### config.mk
export PLATFORM = sky130hd
export DESIGN_NAME = riscv_result_monitor
export DESIGN_NICKNAME = d
export VERILOG_FILES = /design/src/rtl/riscv_result_monitor.sv
export SDC_FILE = /design/constraint.sdc
export NUM_CORES = 1
export LEC_CHECK = 0
export CAP_MARGIN = 20
export CORE_ASPECT_RATIO = 0.9
export CORE_MARGIN = 10
export CORE_UTILIZATION = 49
export CTS_BUF_LIST = sky130_fd_sc_hd__clkbuf_8
export DETAILED_ROUTE_END_ITERATION = 12
export MAX_ROUTING_LAYER = met4
export PLACE_DENSITY = 0.83
export RECOVER_POWER = 25
export SLEW_MARGIN = 30
export SYNTH_ARGS = -nofsm -noshare
export SYNTH_HDL_FRONTEND = slang
export SYNTH_SLANG_ARGS = --single-unit
### constraint.sdc
create_clock -name i_clk -period 2.5 [get_ports i_clk]
set_input_delay 0.375 -clock i_clk [delete_from_list [all_inputs] [get_ports i_clk]]
set_output_delay 0.375 -clock i_clk [all_outputs]
set_load 0.01 [all_outputs]
### src/rtl/riscv_result_monitor.sv
// riscv_result_monitor
// End-of-test detector that snoops the data-memory write port of riscv_top.
// It counts RUN cycles and writes, keeps the last written address/data, and
// latches a sticky pass/fail/timeout verdict together with the IF/ID PC seen
// on the verdict edge. All outputs come straight from registers.
//
// state     | meaning
// ----------+-----------------------------------------------------------
// S_IDLE    | disarmed, counters held at 0, writes ignored
// S_RUN     | counting cycles, classifying each dmem write
// S_PASS    | pass address written with pass data (terminal)
// S_FAIL    | write to any address other than scratch/pass-ok (terminal)
// S_TIMEOUT | cycle budget exhausted with no verdict write (terminal)
module riscv_result_monitor #(
  parameter int P_DATA_WIDTH      = 32,
  parameter int P_DMEM_ADDR_WIDTH = 8,
  parameter int P_PASS_ADDR       = 100,
  parameter int P_PASS_DATA       = 25,
  parameter int P_SCRATCH_ADDR    = 96,
  parameter int P_TIMEOUT_CYCLES  = 5000,
  parameter int P_CNT_WIDTH       = 32
) (
  input  logic                         i_clk,
  input  logic                         i_rst_n,
  input  logic                         i_en,
  input  logic                         i_clear,
  input  logic                         i_dmem_we,
  input  logic [P_DMEM_ADDR_WIDTH-1:0] i_dmem_addr,
  input  logic [P_DATA_WIDTH-1:0]      i_dmem_wdata,
  input  logic [P_DATA_WIDTH-1:0]      i_if_pc,
  output logic                         o_done,
  output logic                         o_pass,
  output logic                         o_fail,
  output logic                         o_timeout,
  output logic [P_CNT_WIDTH-1:0]       o_cycle_count,
  output logic [15:0]                  o_write_count,
  output logic [P_DMEM_ADDR_WIDTH-1:0] o_last_addr,
  output logic [P_DATA_WIDTH-1:0]      o_last_data,
  output logic [P_DATA_WIDTH-1:0]      o_last_pc
);

  typedef enum logic [2:0] {
    S_IDLE,
    S_RUN,
    S_PASS,
    S_FAIL,
    S_TIMEOUT
  } state_t;

  // Parameters are compared at port width, so truncate them once here.
  localparam logic [P_DMEM_ADDR_WIDTH-1:0] PASS_ADDR    = P_DMEM_ADDR_WIDTH'(P_PASS_ADDR);
  localparam logic [P_DMEM_ADDR_WIDTH-1:0] SCRATCH_ADDR = P_DMEM_ADDR_WIDTH'(P_SCRATCH_ADDR);
  localparam logic [P_DATA_WIDTH-1:0]      PASS_DATA    = P_DATA_WIDTH'(P_PASS_DATA);
  localparam logic [P_CNT_WIDTH-1:0]       TIMEOUT_LAST = P_CNT_WIDTH'(P_TIMEOUT_CYCLES - 1);

  state_t                         state_q, state_d;
  logic [P_CNT_WIDTH-1:0]         cycle_q, cycle_d;
  logic [15:0]                    write_q, write_d;
  logic [P_DMEM_ADDR_WIDTH-1:0]   addr_q, addr_d;
  logic [P_DATA_WIDTH-1:0]        data_q, data_d;
  logic [P_DATA_WIDTH-1:0]        pc_q, pc_d;

  // State and capture registers; reset clears everything asynchronously.
  always_ff @(posedge i_clk or negedge i_rst_n) begin
    if (!i_rst_n) begin
      state_q <= S_IDLE;
      cycle_q <= '0;
      write_q <= '0;
      addr_q  <= '0;
      data_q  <= '0;
      pc_q    <= '0;
    end else begin
      state_q <= state_d;
      cycle_q <= cycle_d;
      write_q <= write_d;
      addr_q  <= addr_d;
      data_q  <= data_d;
      pc_q    <= pc_d;
    end
  end

  // Next-state: clear dominates; RUN counts, classifies writes, then checks timeout.
  always_comb begin
    state_d = state_q;
    cycle_d = cycle_q;
    write_d = write_q;
    addr_d  = addr_q;
    data_d  = data_q;
    pc_d    = pc_q;
    if (i_clear) begin
      state_d = S_IDLE;
      cycle_d = '0;
      write_d = '0;
      addr_d  = '0;
      data_d  = '0;
      pc_d    = '0;
    end else begin
      case (state_q)
        S_IDLE: begin
          if (i_en) state_d = S_RUN;
        end
        S_RUN: begin
          if (cycle_q != '1) cycle_d = cycle_q + P_CNT_WIDTH'(1);
          if (i_dmem_we) begin
            if (write_q != 16'hFFFF) write_d = write_q + 16'd1;
            addr_d = i_dmem_addr;
            data_d = i_dmem_wdata;
            if (i_dmem_addr == PASS_ADDR && i_dmem_wdata == PASS_DATA) begin
              state_d = S_PASS;
            end else if (i_dmem_addr != SCRATCH_ADDR) begin
              state_d = S_FAIL;
            end
          end
          // A write verdict on the same edge takes precedence over timeout.
          if (state_d == S_RUN && cycle_q == TIMEOUT_LAST) state_d = S_TIMEOUT;
          if (state_d != S_RUN) pc_d = i_if_pc;
        end
        default: ;
      endcase
    end
  end

  // Verdict flags are decoded from the state register only.
  always_comb begin
    o_pass    = (state_q == S_PASS);
    o_fail    = (state_q == S_FAIL);
    o_timeout = (state_q == S_TIMEOUT);
    o_done    = o_pass | o_fail | o_timeout;
  end

  assign o_cycle_count = cycle_q;
  assign o_write_count = write_q;
  assign o_last_addr   = addr_q;
  assign o_last_data   = data_q;
  assign o_last_pc     = pc_q;

endmodule

==> results of run 1 <==
## logic make-up (layout without fill, tap and decap cells)
kind of cell | after synthesis | count (layout) | synth area share
AOI/OAI and AO/OA | 131 | 131 | 0.1273
xor gates and xnor gates | 23 | 23 | 0.03059
adders and majority gates | 2 | 2 | 0.003800
buffers and inverters | 64 | 269 | 0.04104
DFF | 123 | 123 | 0.4674
muxes | 4 | 4 | 0.006650
and+or+nand+nor | 414 | 414 | 0.3232
## routing by layer
layer  track usage  vias to the layer above  share of wire  wire length (µm)
li1              -                     3116              -                 -
met1        0.3052                     3310           0.42              9258
met2        0.3721                      318           0.49             10870
met3       0.05340                       47          0.068              1503
met4       0.08529                        0          0.027               592
met5             -                        -              0                 0
## flip-flops by register name (all words and copies together) (netlist names)
signal	flops
o_cycle_count	32
state_q	3
o_last_addr	8
o_last_pc	32
o_last_data	32
o_write_count	16
## per-stage QoR
step	setup WS [ns]	instances	hold slack, ns	area (µm²)
after global placement	0.2011	1103	0.3678	8848
final	0.1574	1134	0.4722	9213
after global routing	0.03113	1134	0.4629	9213
after detailed placement	0.2062	1103	0.3653	8857
after CTS	0.1744	1133	0.4222	9223
after floorplan	0.2567	761	0.07941	6585
## area by class of cell
class,instances,area [µm²],area share
clock buffers,18,247.7,0.02689
clock inverters,11,107.6,0.01168
inverters,12,45.04,0.004889
multi-input cells,574,3282,0.3562
flip-flops and latches,123,3078,0.3341
well taps,168,210.2,0.02282
repair buffers,228,2242,0.2434
## Yosys cell counts, types with 2 or more instances
library cell	instances
o31ai_1	4
nor2_1	41
and4_1	5
clkbuf_1	49
o211ai_1	2
a22oi_1	32
xnor2_1	22
a2111o_1	2
dfrtp_1	123
or4_1	6
a31oi_1	8
a21o_1	2
ha_1	2
nand4_1	15
clkbuf_8	3
inv_1	12
nor4bb_1	4
nor4b_1	2
nor3_1	10
a311oi_1	3
o21ai_0	9
nand3_1	84
nor2b_1	34
a21oi_1	59
nor3b_1	2
or3_1	11
nand2_1	129
mux2_2	3
and3_1	36
nor4_1	21
## power by group through the flow
| stage | registers, mW | clock network, mW | logic [mW] |
|---|---|---|---|
| floorplan | 2.19 | 0 | 0.263 |
| CTS | 2.12 | 1.68 | 0.757 |
| detailed placement | 2.15 | 0 | 0.748 |
| global placement | 2.15 | 0 | 0.743 |
| global route | 2.13 | 1.78 | 0.809 |
| finish | 2.12 | 1.65 | 0.753 |
## placed cells by master (no fill, tap or decap), types with 11 or more instances in the layout
master / count
a21oi_1: 59
a22oi_1: 32
nand4_1: 15
buf_4: 23
clkbuf_8: 18
clkdlybuf4s50_1: 198
nand2_1: 129
nor2b_1: 34
xnor2_1: 22
inv_1: 14
and3_1: 36
dfrtp_1: 123
nor4_1: 21
nand3_1: 84
nor2_1: 41
or3_1: 11
## worst max-delay path by stage
stage / startpoint / to / slack [ns] / cells past startpoint
final: o_cycle_count[0] / o_cycle_count[31] / 0.16 / 6
after global routing: o_cycle_count[0] / o_cycle_count[22] / 0.03 / 6
after CTS: o_cycle_count[0] / o_cycle_count[31] / 0.17 / 6
after detailed placement: o_cycle_count[0] / o_cycle_count[22] / 0.21 / 6
after global placement: o_write_count[2] / o_write_count[3] / 0.20 / 5
after floorplan: o_cycle_count[0] / o_cycle_count[31] / 0.26 / 7
## what timing repair did
action | 4_1_cts | 5_1_grt
endpoints found under the hold margin | 31 | 0
setup buffers | 0 | 1
hold buffers | 1 | 0
endpoints found under the setup margin | 0 | 1
## worst min-delay path: stages
cell	delay [ns]
buf_4	0.15
buf_12	0.20
nor2_1	0.12
==> results.sh, run 1 <==
export IMPL_clockRootBuffer="clkbuf_8"
export IMPL_io_buffers=200
export IMPL_drc=0
export IMPL_cp_max_fo=9
export IMPL_antenna_found_initial=0
export IMPL_hold_end="o_cycle_count[2]"
export IMPL_place_congestion=0.8880
export IMPL_fillerInstances=1069
export IMPL_setup_viol=0
export IMPL_num_rows=40
export IMPL_p_leak_nw=3.799
export IMPL_peakVddDrop_v=0.0005799
export IMPL_die_area_um2=18480
export IMPL_critPathBufInv=0
export IMPL_drt_pass1_iterations=5
export IMPL_cts_resized=0
export IMPL_start_util=0.4965
export IMPL_cap_violations=0
export IMPL_hold_viol=0
export IMPL_synth_edf_count=0
export IMPL_clkLatencyLatePin_ns=0.44
export IMPL_antenna_cells=0
export IMPL_io_pins=201
export IMPL_critical_path_top_delay_family="simple AND/OR/NAND/NOR gates"
export IMPL_drive_above_1_share=0.07660
export IMPL_ys_warn_count=0
export IMPL_core_um2=13260
export IMPL_p_int_mw=3.311
export IMPL_critPathLaunchType="flip-flop"
export IMPL_routedWlPerCell_um=19.60
export IMPL_fp_dieH_um=130.0
export IMPL_finalWirelength_um=22230
export IMPL_yosys_area_top_type_share=0.4674
export IMPL_grt_ovfl_total=0
export IMPL_end_kind="flip-flop"
export IMPL_p_per_area_nw_per_um2=490.9
export IMPL_hold_depth=3
export IMPL_grt_pass1_wl_um=34850
export IMPL_synthArstFlopShare=1.000
export IMPL_power_frac_comb=0.167
export IMPL_fmax_mhz=426.9
export IMPL_seq_area_frac_synth=0.4674
export IMPL_synth_ff_type="dfrtp_1"
export IMPL_r2r_end="o_cycle_count[31]"
export IMPL_syn_mean_instance_area_um2=8.653
export IMPL_fin_setup_tns_ns=0
export IMPL_r2r_setup_slack_ns=0.16
export IMPL_relSlewSlack=0.3724
export IMPL_ant_nets=0
export IMPL_power_mw=4.523
export IMPL_area_delta_synth_final_pct=39.90
export IMPL_syn_instance_count=761
export IMPL_cts_buffers=17
export IMPL_fin_crit_ns=2.343
export IMPL_hp_start="i_clear"
export IMPL_hold_class="input pin to flip-flop"
export IMPL_seqPwrFrac=0.468
export IMPL_cpPeakStageDelay_ns=0.49
export IMPL_p_clk_frac=0.365
export IMPL_grt_usage=0.2404
export IMPL_reg2reg_from="o_cycle_count[0]"
export IMPL_crit_chain="ha_1 -> and3_1 -> and4_1 -> a2111o_1 -> or4_1 -> a21oi_1"
export IMPL_crit_required_ns=2.87
export IMPL_p_switching_mw=1.211
export IMPL_cts_max_path_buffers=2
export IMPL_netlist_area_um2=6585
export IMPL_synth_area_leaders="dfrtp_1, nand2_1, nand3_1"
export IMPL_crit_type="flip-flop to flip-flop"
export IMPL_maxSlewViolCount=0
export IMPL_die_w_um=142.2
export IMPL_worst_clock_skew_ns=0.01115
export IMPL_nNetsFinal=1035
export IMPL_vias=6791
export IMPL_htreeDepth=4
export IMPL_grt_max_degree=61
export IMPL_ys_ff_latch=123
export IMPL_vias_per_cell=5.989
export IMPL_period_share=0.9370
export IMPL_slowest_stage="a2111o_1"
export IMPL_cts_tree="done"
export IMPL_cts_sinks=123
export IMPL_status="finished clean"
export IMPL_yosysUniqueCellTypes=56
export IMPL_r2r_cells=6
export IMPL_syn_nets=840
export IMPL_p_sw_frac=0.2679
export IMPL_grt_pass1_vias=6495
export IMPL_fin_util=0.6946
export IMPL_drt_iter0_markers=685
export IMPL_path_clk_slew_ns=0.07
export IMPL_worst_pin_slew_ns=0.9413
export IMPL_yosysTopAreaCell="dfrtp_1"
export IMPL_critical_path_arrival_ns=2.71
export IMPL_rsz0062_at_grt="no"
export IMPL_dpl_hpwl_um=15360
No activity file was read; power rests on OpenSTA's default activity.
==> run 2, diff against run 1 <==
SKIP_LAST_GASP = 1   (was unset)
==> results of run 2 <==
The final DEF is identical to that of run 1; final timing and power are the same.
==> run 3, diff against run 2 <==
GPL_ROUTABILITY_DRIVEN = 0   (was unset)
==> results of run 3 <==
The final DEF is identical to that of run 1; final timing and power are the same.
